==> config.mk <==
export PLATFORM = sky130hd
export DESIGN_NAME = parking_gate_driver_flat
export DESIGN_NICKNAME = d
export VERILOG_FILES = /design/src/rtl/parking_gate_driver_if.sv /design/src/rtl/parking_gate_driver.sv /design/src/flat_wrapper.sv
export SDC_FILE = /design/constraint.sdc
export NUM_CORES = 1
export LEC_CHECK = 0
export BUFFER_PORTS_ARGS = -buffer_cell sky130_fd_sc_hd__buf_4
export CORE_ASPECT_RATIO = 0.9
export CORE_MARGIN = 3
export CORE_UTILIZATION = 61
export CTS_CLUSTER_DIAMETER = 150
export CTS_CLUSTER_SIZE = 40
export DETAILED_ROUTE_END_ITERATION = 10
export PLACE_DENSITY = 0.82
export SYNTH_ARGS = -nofsm -noshare
export SYNTH_HDL_FRONTEND = slang
export SYNTH_SLANG_ARGS = --single-unit
==> constraint.sdc <==
create_clock -name i_clk -period 5.1 [get_ports i_clk]
set_clock_uncertainty 0.05 [all_clocks]
set_input_delay 0.255 -clock i_clk [delete_from_list [all_inputs] [get_ports i_clk]]
set_output_delay 0.255 -clock i_clk [all_outputs]
set_load 0.02 [all_outputs]
==> src/rtl/parking_gate_driver_if.sv <==
// -----------------------------------------------------------------------------
// parking_gate_driver_if
// Bundles the board-side sensors, the controller handshake and the request
// outputs of parking_gate_driver.
//   slave  : the driver side (sensors/full/door_open in, requests out)
//   master : the environment side (board I/O plus the `circuit` controller)
// Signals:
//   i_entry_sensor, i_exit_sensor : raw loop sensors (asynchronous, bouncy)
//   i_exit_spot[1:0]              : raw spot select for the leaving car
//   i_full, i_door_open           : status/ack from the controller
//   o_enter, o_exit               : one-cycle requests to the controller
//   o_switch[1:0]                 : spot code, stable around o_exit
//   o_busy, o_reject, o_ack_err   : status flags
//   o_ent_count, o_rej_count      : only with PARKING_GATE_STATS_EN defined
// -----------------------------------------------------------------------------
interface parking_gate_driver_if;
  logic       i_entry_sensor;
  logic       i_exit_sensor;
  logic [1:0] i_exit_spot;
  logic       i_full;
  logic       i_door_open;
  logic       o_enter;
  logic       o_exit;
  logic [1:0] o_switch;
  logic       o_busy;
  logic       o_reject;
  logic       o_ack_err;
`ifdef PARKING_GATE_STATS_EN
  logic [7:0] o_ent_count;
  logic [7:0] o_rej_count;

  modport slave (
    input  i_entry_sensor, i_exit_sensor, i_exit_spot, i_full, i_door_open,
    output o_enter, o_exit, o_switch, o_busy, o_reject, o_ack_err,
    output o_ent_count, o_rej_count
  );
  modport master (
    output i_entry_sensor, i_exit_sensor, i_exit_spot, i_full, i_door_open,
    input  o_enter, o_exit, o_switch, o_busy, o_reject, o_ack_err,
    input  o_ent_count, o_rej_count
  );
`else
  modport slave (
    input  i_entry_sensor, i_exit_sensor, i_exit_spot, i_full, i_door_open,
    output o_enter, o_exit, o_switch, o_busy, o_reject, o_ack_err
  );
  modport master (
    output i_entry_sensor, i_exit_sensor, i_exit_spot, i_full, i_door_open,
    input  o_enter, o_exit, o_switch, o_busy, o_reject, o_ack_err
  );
`endif
endinterface

==> src/rtl/parking_gate_driver.sv <==
// -----------------------------------------------------------------------------
// parking_gate_driver
// Front end for the parking controller: synchronizes and debounces the entry
// and exit loop sensors and the exit spot select, then issues clean one-cycle
// enter/exit requests, waits for door_open as acknowledgment, and flags
// entries refused while the lot is full.
// Ports:
//   i_clk   : system clock, rising edge
//   i_rst_n : asynchronous active-low reset
//   bus     : parking_gate_driver_if.slave (sensors, handshake, requests)
// Parameters:
//   DB_CYCLES   : stable cycles needed to accept a sensor level change
//   ACK_TIMEOUT : cycles allowed in WAIT_ACK before ack_err (2..255)
//   HOLDOFF     : idle cycles forced after each transaction
// Optional feature macro: PARKING_GATE_STATS_EN adds saturating 8-bit
// counters of accepted enter pulses and reject pulses.
// -----------------------------------------------------------------------------
module parking_gate_driver #(
  parameter int DB_CYCLES   = 16,
  parameter int ACK_TIMEOUT = 64,
  parameter int HOLDOFF     = 8
) (
  input  logic                 i_clk,
  input  logic                 i_rst_n,
  parking_gate_driver_if.slave bus
);

  localparam int DBW  = $clog2(DB_CYCLES + 1);
  localparam int TMAX = (ACK_TIMEOUT > HOLDOFF) ? ACK_TIMEOUT : HOLDOFF;
  localparam int TW   = $clog2(TMAX + 1);

  typedef enum logic [2:0] {
    ST_IDLE       = 3'd0,
    ST_EXIT_SETUP = 3'd1,
    ST_EXIT_PULSE = 3'd2,
    ST_ENT_PULSE  = 3'd3,
    ST_WAIT_ACK   = 3'd4,
    ST_HOLD       = 3'd5
  } state_t;

  // Sensor vectors: bit 0 = entry, bit 1 = exit.
  logic [1:0]          r_sens_s1;
  logic [1:0]          r_sens_s2;
  logic [1:0]          r_spot_s1;
  logic [1:0]          r_spot_s2;
  logic [1:0]          r_db;
  logic [1:0][DBW-1:0] r_db_cnt;
  logic [1:0]          w_rise;
  logic                r_pend_ent;
  logic                r_pend_exit;
  state_t              r_state;
  state_t              w_state_nxt;
  logic [TW-1:0]       r_tmr;
  logic [1:0]          r_switch;
  logic                w_ack_to;

  // Two-flop synchronizers for the raw sensors and each spot-select bit.
  always_ff @(posedge i_clk or negedge i_rst_n) begin
    if (!i_rst_n) begin
      r_sens_s1 <= 2'b00;
      r_sens_s2 <= 2'b00;
      r_spot_s1 <= 2'b00;
      r_spot_s2 <= 2'b00;
    end else begin
      r_sens_s1 <= {bus.i_exit_sensor, bus.i_entry_sensor};
      r_sens_s2 <= r_sens_s1;
      r_spot_s1 <= bus.i_exit_spot;
      r_spot_s2 <= r_spot_s1;
    end
  end

  // Debounce: the level flips on the DB_CYCLES-th consecutive mismatching cycle.
  always_ff @(posedge i_clk or negedge i_rst_n) begin
    if (!i_rst_n) begin
      r_db     <= 2'b00;
      r_db_cnt <= '{default: {DBW{1'b0}}};
    end else begin
      for (int i = 0; i < 2; i++) begin
        if (r_sens_s2[i] != r_db[i]) begin
          if (r_db_cnt[i] == DBW'(DB_CYCLES - 1)) begin
            r_db[i]     <= r_sens_s2[i];
            r_db_cnt[i] <= {DBW{1'b0}};
          end else begin
            r_db_cnt[i] <= r_db_cnt[i] + DBW'(1);
          end
        end else begin
          r_db_cnt[i] <= {DBW{1'b0}};
        end
      end
    end
  end

  // A rising edge is flagged on the same cycle the debounced level flips to 1.
  always_comb begin
    for (int i = 0; i < 2; i++) begin
      w_rise[i] = r_sens_s2[i] & ~r_db[i] & (r_db_cnt[i] == DBW'(DB_CYCLES - 1));
    end
  end

  // Pending flags: serving clears them; an edge arriving while set is dropped.
  always_ff @(posedge i_clk or negedge i_rst_n) begin
    if (!i_rst_n) begin
      r_pend_ent  <= 1'b0;
      r_pend_exit <= 1'b0;
    end else begin
      if (r_state == ST_EXIT_SETUP) begin
        r_pend_exit <= 1'b0;
      end else if (w_rise[1]) begin
        r_pend_exit <= 1'b1;
      end else begin
        r_pend_exit <= r_pend_exit;
      end
      if (r_state == ST_ENT_PULSE) begin
        r_pend_ent <= 1'b0;
      end else if (w_rise[0]) begin
        r_pend_ent <= 1'b1;
      end else begin
        r_pend_ent <= r_pend_ent;
      end
    end
  end

  assign w_ack_to = (r_tmr == TW'(ACK_TIMEOUT));

  // FSM next-state logic; exit wins over entry because it frees a spot.
  always_comb begin
    w_state_nxt = r_state;
    case (r_state)
      ST_IDLE: begin
        if (r_pend_exit) begin
          w_state_nxt = ST_EXIT_SETUP;
        end else if (r_pend_ent) begin
          w_state_nxt = ST_ENT_PULSE;
        end else begin
          w_state_nxt = ST_IDLE;
        end
      end
      ST_EXIT_SETUP: w_state_nxt = ST_EXIT_PULSE;
      ST_EXIT_PULSE: w_state_nxt = ST_WAIT_ACK;
      ST_ENT_PULSE: begin
        if (bus.i_full) begin
          w_state_nxt = ST_HOLD;
        end else begin
          w_state_nxt = ST_WAIT_ACK;
        end
      end
      ST_WAIT_ACK: begin
        if (bus.i_door_open || w_ack_to) begin
          w_state_nxt = ST_HOLD;
        end else begin
          w_state_nxt = ST_WAIT_ACK;
        end
      end
      ST_HOLD: begin
        if (r_tmr == TW'(HOLDOFF)) begin
          w_state_nxt = ST_IDLE;
        end else begin
          w_state_nxt = ST_HOLD;
        end
      end
      default: w_state_nxt = ST_IDLE;
    endcase
  end

  // FSM state register.
  always_ff @(posedge i_clk or negedge i_rst_n) begin
    if (!i_rst_n) begin
      r_state <= ST_IDLE;
    end else begin
      r_state <= w_state_nxt;
    end
  end

  // Per-state cycle timer: 1 on the first cycle of a state, saturating.
  always_ff @(posedge i_clk or negedge i_rst_n) begin
    if (!i_rst_n) begin
      r_tmr <= {TW{1'b0}};
    end else if (w_state_nxt != r_state) begin
      r_tmr <= TW'(1);
    end else if (r_tmr != TW'(TMAX)) begin
      r_tmr <= r_tmr + TW'(1);
    end else begin
      r_tmr <= r_tmr;
    end
  end

  // Spot code is captured on entry to EXIT_SETUP so it leads exit by a cycle.
  always_ff @(posedge i_clk or negedge i_rst_n) begin
    if (!i_rst_n) begin
      r_switch <= 2'b00;
    end else if ((r_state == ST_IDLE) && (w_state_nxt == ST_EXIT_SETUP)) begin
      r_switch <= r_spot_s2;
    end else begin
      r_switch <= r_switch;
    end
  end

  // Pulses decode straight from the state register so reset drops them at once.
  assign bus.o_exit    = (r_state == ST_EXIT_PULSE);
  assign bus.o_enter   = (r_state == ST_ENT_PULSE) & ~bus.i_full;
  assign bus.o_reject  = (r_state == ST_ENT_PULSE) & bus.i_full;
  assign bus.o_ack_err = (r_state == ST_WAIT_ACK) & ~bus.i_door_open & w_ack_to;
  assign bus.o_busy    = (r_state != ST_IDLE);
  assign bus.o_switch  = r_switch;

`ifdef PARKING_GATE_STATS_EN
  logic [7:0] r_ent_count;
  logic [7:0] r_rej_count;

  // Saturating counters of accepted entries and refused entries.
  always_ff @(posedge i_clk or negedge i_rst_n) begin
    if (!i_rst_n) begin
      r_ent_count <= 8'd0;
      r_rej_count <= 8'd0;
    end else begin
      if (bus.o_enter && (r_ent_count != 8'd255)) begin
        r_ent_count <= r_ent_count + 8'd1;
      end else begin
        r_ent_count <= r_ent_count;
      end
      if (bus.o_reject && (r_rej_count != 8'd255)) begin
        r_rej_count <= r_rej_count + 8'd1;
      end else begin
        r_rej_count <= r_rej_count;
      end
    end
  end

  assign bus.o_ent_count = r_ent_count;
  assign bus.o_rej_count = r_rej_count;
`endif

endmodule

==> src/flat_wrapper.sv <==
// flat-port wrapper written by rule: the top's interface ports become plain ports
module parking_gate_driver_flat 
#(
  parameter int DB_CYCLES   = 16,
  parameter int ACK_TIMEOUT = 64,
  parameter int HOLDOFF     = 8
)
  (i_clk, i_rst_n, bus_i_entry_sensor, bus_i_exit_sensor, bus_i_exit_spot, bus_i_full, bus_i_door_open, bus_o_enter, bus_o_exit, bus_o_switch, bus_o_busy, bus_o_reject, bus_o_ack_err);
  parking_gate_driver_if bus_i ();
  input  logic i_clk;
  input  logic i_rst_n;
  input wire logic [$bits(bus_i.i_entry_sensor)-1:0] bus_i_entry_sensor;
  input wire logic [$bits(bus_i.i_exit_sensor)-1:0] bus_i_exit_sensor;
  input wire logic [$bits(bus_i.i_exit_spot)-1:0] bus_i_exit_spot;
  input wire logic [$bits(bus_i.i_full)-1:0] bus_i_full;
  input wire logic [$bits(bus_i.i_door_open)-1:0] bus_i_door_open;
  output wire logic [$bits(bus_i.o_enter)-1:0] bus_o_enter;
  output wire logic [$bits(bus_i.o_exit)-1:0] bus_o_exit;
  output wire logic [$bits(bus_i.o_switch)-1:0] bus_o_switch;
  output wire logic [$bits(bus_i.o_busy)-1:0] bus_o_busy;
  output wire logic [$bits(bus_i.o_reject)-1:0] bus_o_reject;
  output wire logic [$bits(bus_i.o_ack_err)-1:0] bus_o_ack_err;
  assign bus_i.i_entry_sensor = bus_i_entry_sensor;
  assign bus_i.i_exit_sensor = bus_i_exit_sensor;
  assign bus_i.i_exit_spot = bus_i_exit_spot;
  assign bus_i.i_full = bus_i_full;
  assign bus_i.i_door_open = bus_i_door_open;
  assign bus_o_enter = bus_i.o_enter;
  assign bus_o_exit = bus_i.o_exit;
  assign bus_o_switch = bus_i.o_switch;
  assign bus_o_busy = bus_i.o_busy;
  assign bus_o_reject = bus_i.o_reject;
  assign bus_o_ack_err = bus_i.o_ack_err;
  parking_gate_driver #(.DB_CYCLES(DB_CYCLES), .ACK_TIMEOUT(ACK_TIMEOUT), .HOLDOFF(HOLDOFF)) u_core (.i_clk(i_clk), .i_rst_n(i_rst_n), .bus(bus_i));
endmodule
==> impl_metrics.ini, run 1 <==
[status]
status = finished, final reports clean

[final_layout]
drive_gt1_frac = 0.197
final_cell_area_mm2 = 0.00175
n_antenna_cell = 0
nets = 170
area_delta_synth_final_pct = 15.4
nFillCells = 167

[timing]
setup_violations = 0
holdWs_ns = 0.193
finalHoldViolCount = 0
fin_ws_ns = 2.81
slew_viol_final = 0
tightest_slew_ns = 0.706
min_period_over_period = 0.450
max_freq_mhz = 436
min_period_ns = 2.29
slew_headroom = 0.529
rsz0062_at_grt = no
tns_ns = 0

[placement]
dp_hpwl_um = 1910
placed_area_mm2 = 0.00164
place_congestion = 0.840
pre_cts_ws_ns = 3.19
port_buffers = 14

[power_and_ir_drop]
p_int_mw = 0.453
p_leak_nw = 0.819
p_comb_frac = 0.278
ir_drop_uv = 390
netSwitchingPower_mw = 0.237
p_clk_frac = 0.215
power_mw = 0.690
p_per_area_mw_per_mm2 = 394
switching_share = 0.344
seqPwrFrac = 0.507

[synth]
synthTopCellsByArea = dfrtp_1 (56%), ha_1 (4.9%), nand3_1 (3.0%)
synth.area.mux_share = 0.0148
synth_compound_area_frac = 0.114
asyncSetResetFlopFracSynth = 1.00
synth_top_area_share = 0.560
synthSimpleGateAreaFrac = 0.186
synth_top_family_by_area = simple AND/OR/NAND/NOR gates
synth_edf_count = 0
synth_most_common_cell = dfrtp_1
yosysWarnings = 0
ys_seq_area_frac = 0.560
synth-seq-cells = 34
synth_area_per_cell_um2 = 11.5
synth_top_area_cell = dfrtp_1
synth_cell_types = 32
syn_inst = 132
synth_fa_ha_area_frac = 0.0494
ys_top_cells_by_count = dfrtp_1 (34), inv_1 (10), nand3_1 (9)
synthXorXnorAreaFrac = 0.0404
synthesis.area_mm2 = 0.00152
synthesis.nets = 146
synth_flop_cell = dfrtp_1

[global_route]
overflow = 0
antenna_found_initial = 0
globalRouteTotalUtil = 0.211
grt_pass1_vias = 1127
grt_pass1_wl_um = 4820
grt_max_degree = 35

[clocking]
cts_buffer_depth = 2
cts_buffers = 5
cts-resized-gates = 0
clkTransAtPathRegs_ns = 0.09
clk_latency_ns = 0.33
root_buffer = clkbuf_4
numClockSinks = 34
cts_tree = built
cts-htree-levels = 2

[worst_setup_path]
worstSetupStartpointType = flop
cp-end-kind = primary output
critPathMaxFanout = 5
timing.rr.start = u_core.r_tmr[0]
critPathRequiredTime_ns = 4.80
crit_type = reg2out
reg2reg_depth = 5
ff2ff_setup_slack_ns = 3.27
arrival_ns = 1.99
r2r-end = u_core.r_tmr[0]

[floorplanning]
coreArea_mm2 = 0.00226
ios = 15
start_util = 0.671
die_h_um = 53.3
die_x_um = 58.6
dieArea_mm2 = 0.00313
rows = 16

[detailed_routing]
drtAntennaViolNets = 0
wire_per_inst_um = 14.3
drt-met1-wl_um = 1190
drt_iter0_drc = 41
wl_met3_um = 156
vias = 1118
drc_errors = 0
drtPass1Iterations = 6
post_drt_via_cell_ratio = 6.08
finalWirelength_um = 2630
top_layer_used = met4
route.met2.wl_um = 1230

[min_path]
worstHoldStart = bus_i_door_open
hp-class = in2reg
holdPathEnd = u_core.r_state[0]
min_path_cells = 3

[job]
drv_cap = 0
-- how the worst max path moves through the flow --
| stage | end | start | cells past startpoint | slack (ns) |
|---|---|---|---|---|
| after global placement | bus_o_ack_err | u_core.r_tmr[0] | 6 | 3.30 |
| after detailed placement | bus_o_ack_err | u_core.r_tmr[0] | 6 | 3.19 |
| after global routing | bus_o_ack_err | u_core.r_tmr[0] | 6 | 2.56 |
| final | bus_o_ack_err | u_core.r_tmr[0] | 6 | 2.81 |
| after floorplan | bus_o_ack_err | u_core.r_tmr[0] | 5 | 3.07 |
| after CTS | bus_o_ack_err | u_core.r_tmr[0] | 6 | 2.80 |
-- timing repair --
item	CTS	global route
endpoints found under the hold margin	38	0
hold buffers	5	0
buffers inserted	0	0
-- logic make-up after synthesis --
group / after synthesis
AOI/OAI and AO/OA: 23
xor gates and xnor gates: 7
adders and majority gates: 6
buffers and inverters: 12
DFF: 34
muxes: 2
and+or+nand+nor: 48
-- layout make-up --
cell class | count | area [um2] | area share
flip-flops and latches | 34 | 851 | 0.485
repair buffers | 19 | 155 | 0.0885
clock buffers | 7 | 55.1 | 0.0314
clock inverters | 1 | 5.00 | 0.00286
multi-input cells | 86 | 616 | 0.351
inverters | 10 | 37.5 | 0.0214
well taps | 27 | 33.8 | 0.0193
-- placed cells by master, fill, tap and decap left out, types with 3 or more instances in the layout --
cell / instances
and3_1: 3
dfrtp_1: 34
a21oi_1: 7
dlygate4sd3_1: 5
nand2_1: 5
xnor2_1: 3
nand3_1: 9
ha_1: 6
nor2_1: 8
nor4_1: 3
xor2_1: 4
or3_1: 3
nor2b_1: 4
o21ai_0: 5
buf_4: 14
clkbuf_4: 5
inv_1: 10
nor3_1: 6
-- sequential cells by signal, indices dropped and copies added (netlist names) --
name and count:
u_core.r_db_cnt 10, u_core.r_tmr 7, u_core.r_state 3, u_core.bus.o_switch 2
u_core.r_db 2, u_core.r_sens_s1 2, u_core.r_sens_s2 2, u_core.r_spot_s1 2
u_core.r_spot_s2 2, u_core.r_pend_ent 1, u_core.r_pend_exit 1
-- metrics by stage --
step,cells,util
2_1_floorplan,132,-
3_3_place_gp,171,0.726
3_5_place_dp,171,0.726
4_1_cts,184,0.775
5_1_grt,184,0.775
6_report,184,0.775
-- power groups by stage --
stage	Sequential, mW	Combinational, mW	Clock, mW
2_1_floorplan	0.331	0.159	0
4_1_cts	0.349	0.192	0.155
6_report	0.350	0.192	0.148
3_5_place_dp	0.355	0.188	0
3_3_place_gp	0.351	0.181	0
5_1_grt	0.359	0.214	0.168
-- metal layers --
layer / up-vias / track usage
met5: - / 0
met4: 0 / 0.0906
met3: 9 / 0.0780
li1: 526 / -
met1: 554 / 0.251
met2: 29 / 0.344
-- worst max-delay path, stage by stage, from the launching register on --
cell,delay [ns]
dfrtp_1,0.42
inv_1,0.10
ha_1,0.17
nor4b_2,0.40
nand2_1,0.14
nor4_1,0.25
buf_4,0.19
(Power assumes the default switching activity.)
==> inputs of run 2 (changes only) <==
Settings changed: CORE_UTILIZATION 61 to 57, PLACE_DENSITY 0.82 to 0.77.
Clock period 5.1 ns to 2.2 ns, I/O delays scaled along.
==> impl_metrics.ini, run 2 (synthesis gave the netlist of run 1 again) <==
[floorplanning]
rows = 17
start_util = 0.610
die_x_um = 60.4
ios = 15
die_h_um = 55.0
coreArea_mm2 = 0.00249
dieArea_mm2 = 0.00332

[clocking]
cts_buffers = 5
clk_latency_ns = 0.32
cts_buffer_depth = 2
root_buffer = clkbuf_4
cts_tree = built
numClockSinks = 34
cts-htree-levels = 2
clkTransAtPathRegs_ns = 0.11

[placement]
port_buffers = 14
dp_cells = 172
dp_hpwl_um = 1920
place_congestion = 0.783
placed_area_mm2 = 0.00164

[global_route]
grt_max_degree = 35
overflow = 0
antenna_found_initial = 0
grt_pass1_vias = 954
globalRouteTotalUtil = 0.178
grt_pass1_wl_um = 4220

[final_layout]
n_antenna_cell = 0
area_delta_synth_final_pct = 19.1
largest_register_ffs = 10
layout.cells.non_filler = 185
final_cell_area_mm2 = 0.00181
nFillCells = 174
reg.largest.list = u_core.r_db_cnt (10), u_core.r_tmr (7), u_core.r_state (3)
utilization = 0.727
final_cell_mix = dfrtp_1 (34), buf_4 (14), inv_1 (10)
drive_gt1_frac = 0.204
layout_commonest_cell = dfrtp_1
nets = 170
top_register = u_core.r_db_cnt

[timing]
holdWs_ns = 0.0680
finalHoldViolCount = 0
tns_ns = 0
tightest_slew_ns = 0.651
slew_headroom = 0.566
setup_violations = 0
max_freq_mhz = 488
slew_viol_final = 0
min_period_over_period = 0.931
rsz0062_at_grt = no
min_period_ns = 2.05

[worst_setup_path]
cp-end-kind = primary output
worstSetupStartpointType = flop
slowest_delay_ns = 0.43
worstPathCellList = inv_1 -> ha_1 -> nor4b_4 -> nand2_1 -> nor4_1 -> buf_4
crit_type = reg2out
critPathMaxFanout = 5
critPathRequiredTime_ns = 2.04
crit_slowest_cell = dfrtp_1
arrival_ns = 1.89

[job]
drv_cap = 0

[detailed_routing]
drc_errors = 0
drtPass1Iterations = 4
drt_iter0_drc = 30
wl_met3_um = 100
wire_per_inst_um = 14.5
finalWirelength_um = 2690
post_drt_via_cell_ratio = 5.76
drt-met1-wl_um = 1280
vias = 1066
drtAntennaViolNets = 0
top_layer_used = met4
route.met2.wl_um = 1290

[status]
status = finished, final reports clean

[power_and_ir_drop]
p_per_area_mw_per_mm2 = 1010
p_leak_nw = 0.843
ir_drop_uv = 835

[min_path]
hp-class = in2reg
-- run 2: path summary, 6_finish.rpt --
check,from,end,slack [ns],cells past startpoint
setup / recovery,u_core.r_tmr[0],bus_o_ack_err,0.15,6
hold / removal,bus_i_door_open,u_core.r_state[0],0.07,3
setup reg to reg,u_core.r_tmr[0],u_core.r_tmr[3],0.38,5
hold reg to reg,u_core.r_spot_s1[0],u_core.r_spot_s2[0],0.31,0
max in group asynchronous,i_rst_n,u_core.r_sens_s1[1],1.60,2
min in group asynchronous,i_rst_n,u_core.r_pend_exit,0.21,2
-- run 2: power breakdown --
group	switching (mW)	total, mW	leakage [nW]	internal [mW]
clock network	0.205	0.561	0.0554	0.355
registers	0.118	0.816	0.442	0.698
logic	0.244	0.450	0.345	0.206
total	0.568	1.83	0.843	1.26
-- run 2: worst max-delay path, delay by kind of cell (launching register included) --
kind,cells,cell delay [ns]
flops,1,0.43
fa+ha+maj,1,0.19
buf+inv,2,0.28
simple gates,3,0.67
-- run 2: final cells by class --
cell class | instances | area, um2 | share of cell area
Clock buffer | 5 | 37.5 | 0.0207
Clock inverter | 3 | 68.8 | 0.0380
Inverter | 10 | 37.5 | 0.0207
Multi-Input combinational cell | 86 | 624 | 0.345
Sequential cell | 34 | 851 | 0.470
Tap cell | 28 | 35.0 | 0.0194
Timing Repair Buffer | 19 | 155 | 0.0858
-- run 2: timing repair --
action	CTS	global route
setup buffers	0	0
endpoints found under the setup margin	0	1
resized for setup	0	1
hold endpoints to repair	38	0
hold buffers	5	0
-- run 2: stage by stage --
step / worst slack, ns / total power, mW
3_3_place_gp: 0.486 / 1.23
4_1_cts: 0.0392 / 1.83
2_1_floorplan: 0.319 / 1.14
3_5_place_dp: 0.417 / 1.26
5_1_grt: 0.0440 / 1.93
6_report: 0.151 / 1.83
-- run 2: layer usage --
| layer | GRT usage | vias up |
|---|---|---|
| li1 | - | 524 |
| met2 | 0.299 | 17 |
| met3 | 0.0580 | 2 |
| met1 | 0.220 | 523 |
| met5 | 0 | - |
| met4 | 0.0542 | 0 |
==> inputs of run 3 (changes only) <==
Settings changed: PLACE_DENSITY 0.77 to not set, PLACE_DENSITY_LB_ADDON set to 0.1.
==> impl_metrics.ini, run 3 (synthesis gave the netlist of run 1 again) <==
[clocking]
root_buffer = clkbuf_4
numClockSinks = 34
cts_buffers = 5
cts_buffer_depth = 2
cts_tree = built
cts-htree-levels = 2
clk_latency_ns = 0.32
clkTransAtPathRegs_ns = 0.10

[timing]
setup_violations = 0
slew_viol_final = 0
rsz0062_at_grt = no
min_period_over_period = 0.927
finalHoldViolCount = 0
min_period_ns = 2.04
tns_ns = 0
slew_headroom = 0.561
max_freq_mhz = 490
tightest_slew_ns = 0.658

[global_route]
grt_pass1_wl_um = 4600
grt_max_degree = 35
antenna_found_initial = 0
globalRouteTotalUtil = 0.195
overflow = 0
grt_pass1_vias = 1040

[job]
drv_cap = 0

[final_layout]
nets = 170
top_register = u_core.r_db_cnt
area_delta_synth_final_pct = 15.1
reg.largest.list = u_core.r_db_cnt (10), u_core.r_tmr (7), u_core.r_state (3)
utilization = 0.702
layout_commonest_cell = dfrtp_1
largest_register_ffs = 10
drive_gt1_frac = 0.186
final_cell_mix = dfrtp_1 (34), buf_4 (14), inv_1 (10)
final_cell_area_mm2 = 0.00175
n_antenna_cell = 0

[worst_setup_path]
timing.rr.start = u_core.r_tmr[0]
ff2ff_setup_slack_ns = 0.40
reg2reg_depth = 5
crit_start = u_core.r_tmr[0]
critPathMaxFanout = 5
cp-end-kind = primary output
critPathRequiredTime_ns = 2.04
r2r-end = u_core.r_tmr[3]
worstPathCellList = inv_1 -> ha_1 -> nor4b_4 -> nand2_1 -> nor4_1 -> buf_4
crit_buf_inv = 2
slowest_delay_ns = 0.42
crit_family = simple AND/OR/NAND/NOR gates
arrival_ns = 1.88
crit_type = reg2out
crit_slowest_cell = dfrtp_1
worstSetupStartpointType = flop

[power_and_ir_drop]
p_leak_nw = 0.813
p_per_area_mw_per_mm2 = 898
ir_drop_uv = 765

[floorplanning]
dieArea_mm2 = 0.00332
die_h_um = 55.0
die_x_um = 60.4
ios = 15
rows = 17
coreArea_mm2 = 0.00249
start_util = 0.610

[min_path]
hp-class = in2reg
worstHoldStart = bus_i_door_open
min_path_cells = 3
holdPathEnd = u_core.r_state[0]

[detailed_routing]
drtPass1Iterations = 4
drtAntennaViolNets = 0
vias = 1083
drc_errors = 0
drt_iter0_drc = 50
post_drt_via_cell_ratio = 5.89
finalWirelength_um = 2760
wire_per_inst_um = 15.0

[placement]
dp_hpwl_um = 1950
placed_area_mm2 = 0.00164
place_congestion = 0.755
port_buffers = 14

[status]
status = finished, final reports clean
[run 3: repair_timing]
item                       4_1_cts  5_1_grt
gates resized for setup          0        1
hold endpoints to repair        38        0
setup endpoints to repair        0        1
hold buffers                     5        0
buffers inserted                 0        0
[run 3: through the flow]
stage	hold slack, ns	total power, mW	setup WS, ns	std cells
after floorplan	-0.236	1.14	0.319	132
after global placement	0.0228	1.24	0.478	172
after detailed placement	0.0280	1.25	0.429	172
after CTS	0.0423	1.57	0.0457	184
after global routing	0.0794	1.67	0.000652	184
final	0.0541	1.57	0.161	184
[run 3: how the worst max path moves through the flow]
stage | slack [ns] | cells past startpoint | endpoint
final | 0.16 | 6 | bus_o_ack_err
after global routing | 0.0007 | 6 | bus_o_ack_err
after detailed placement | 0.43 | 6 | bus_o_ack_err
after CTS | 0.05 | 6 | bus_o_ack_err
after global placement | 0.48 | 5 | u_core.r_tmr[4]
after floorplan | 0.32 | 5 | bus_o_ack_err
[run 3: cell type report]
class                   instances  area, um2
clock buffers                   7       45.0
repair buffers                 19        155
fillers                       200        741
multi-input cells              86        624
well taps                      28       35.0
flip-flops and latches         34        851
inverters                      10       37.5
[run 3: report_power, final]
group	switching [mW]	leakage, nW	internal, mW	total, mW
Sequential	0.118	0.442	0.698	0.816
Combinational	0.244	0.345	0.205	0.449
Clock	0.184	0.0254	0.120	0.304
[run 3: tightest hold or removal path: stages]
cell      delay [ns]
buf_4           0.12
nor2_1          0.09
a221oi_1        0.08
[run 3: per-layer routing]
metal | track usage | wire (um)
met1 | 0.251 | 1260
met2 | 0.309 | 1320
met3 | 0.0719 | 146
met4 | 0.0614 | 36
met5 | 0 | 0
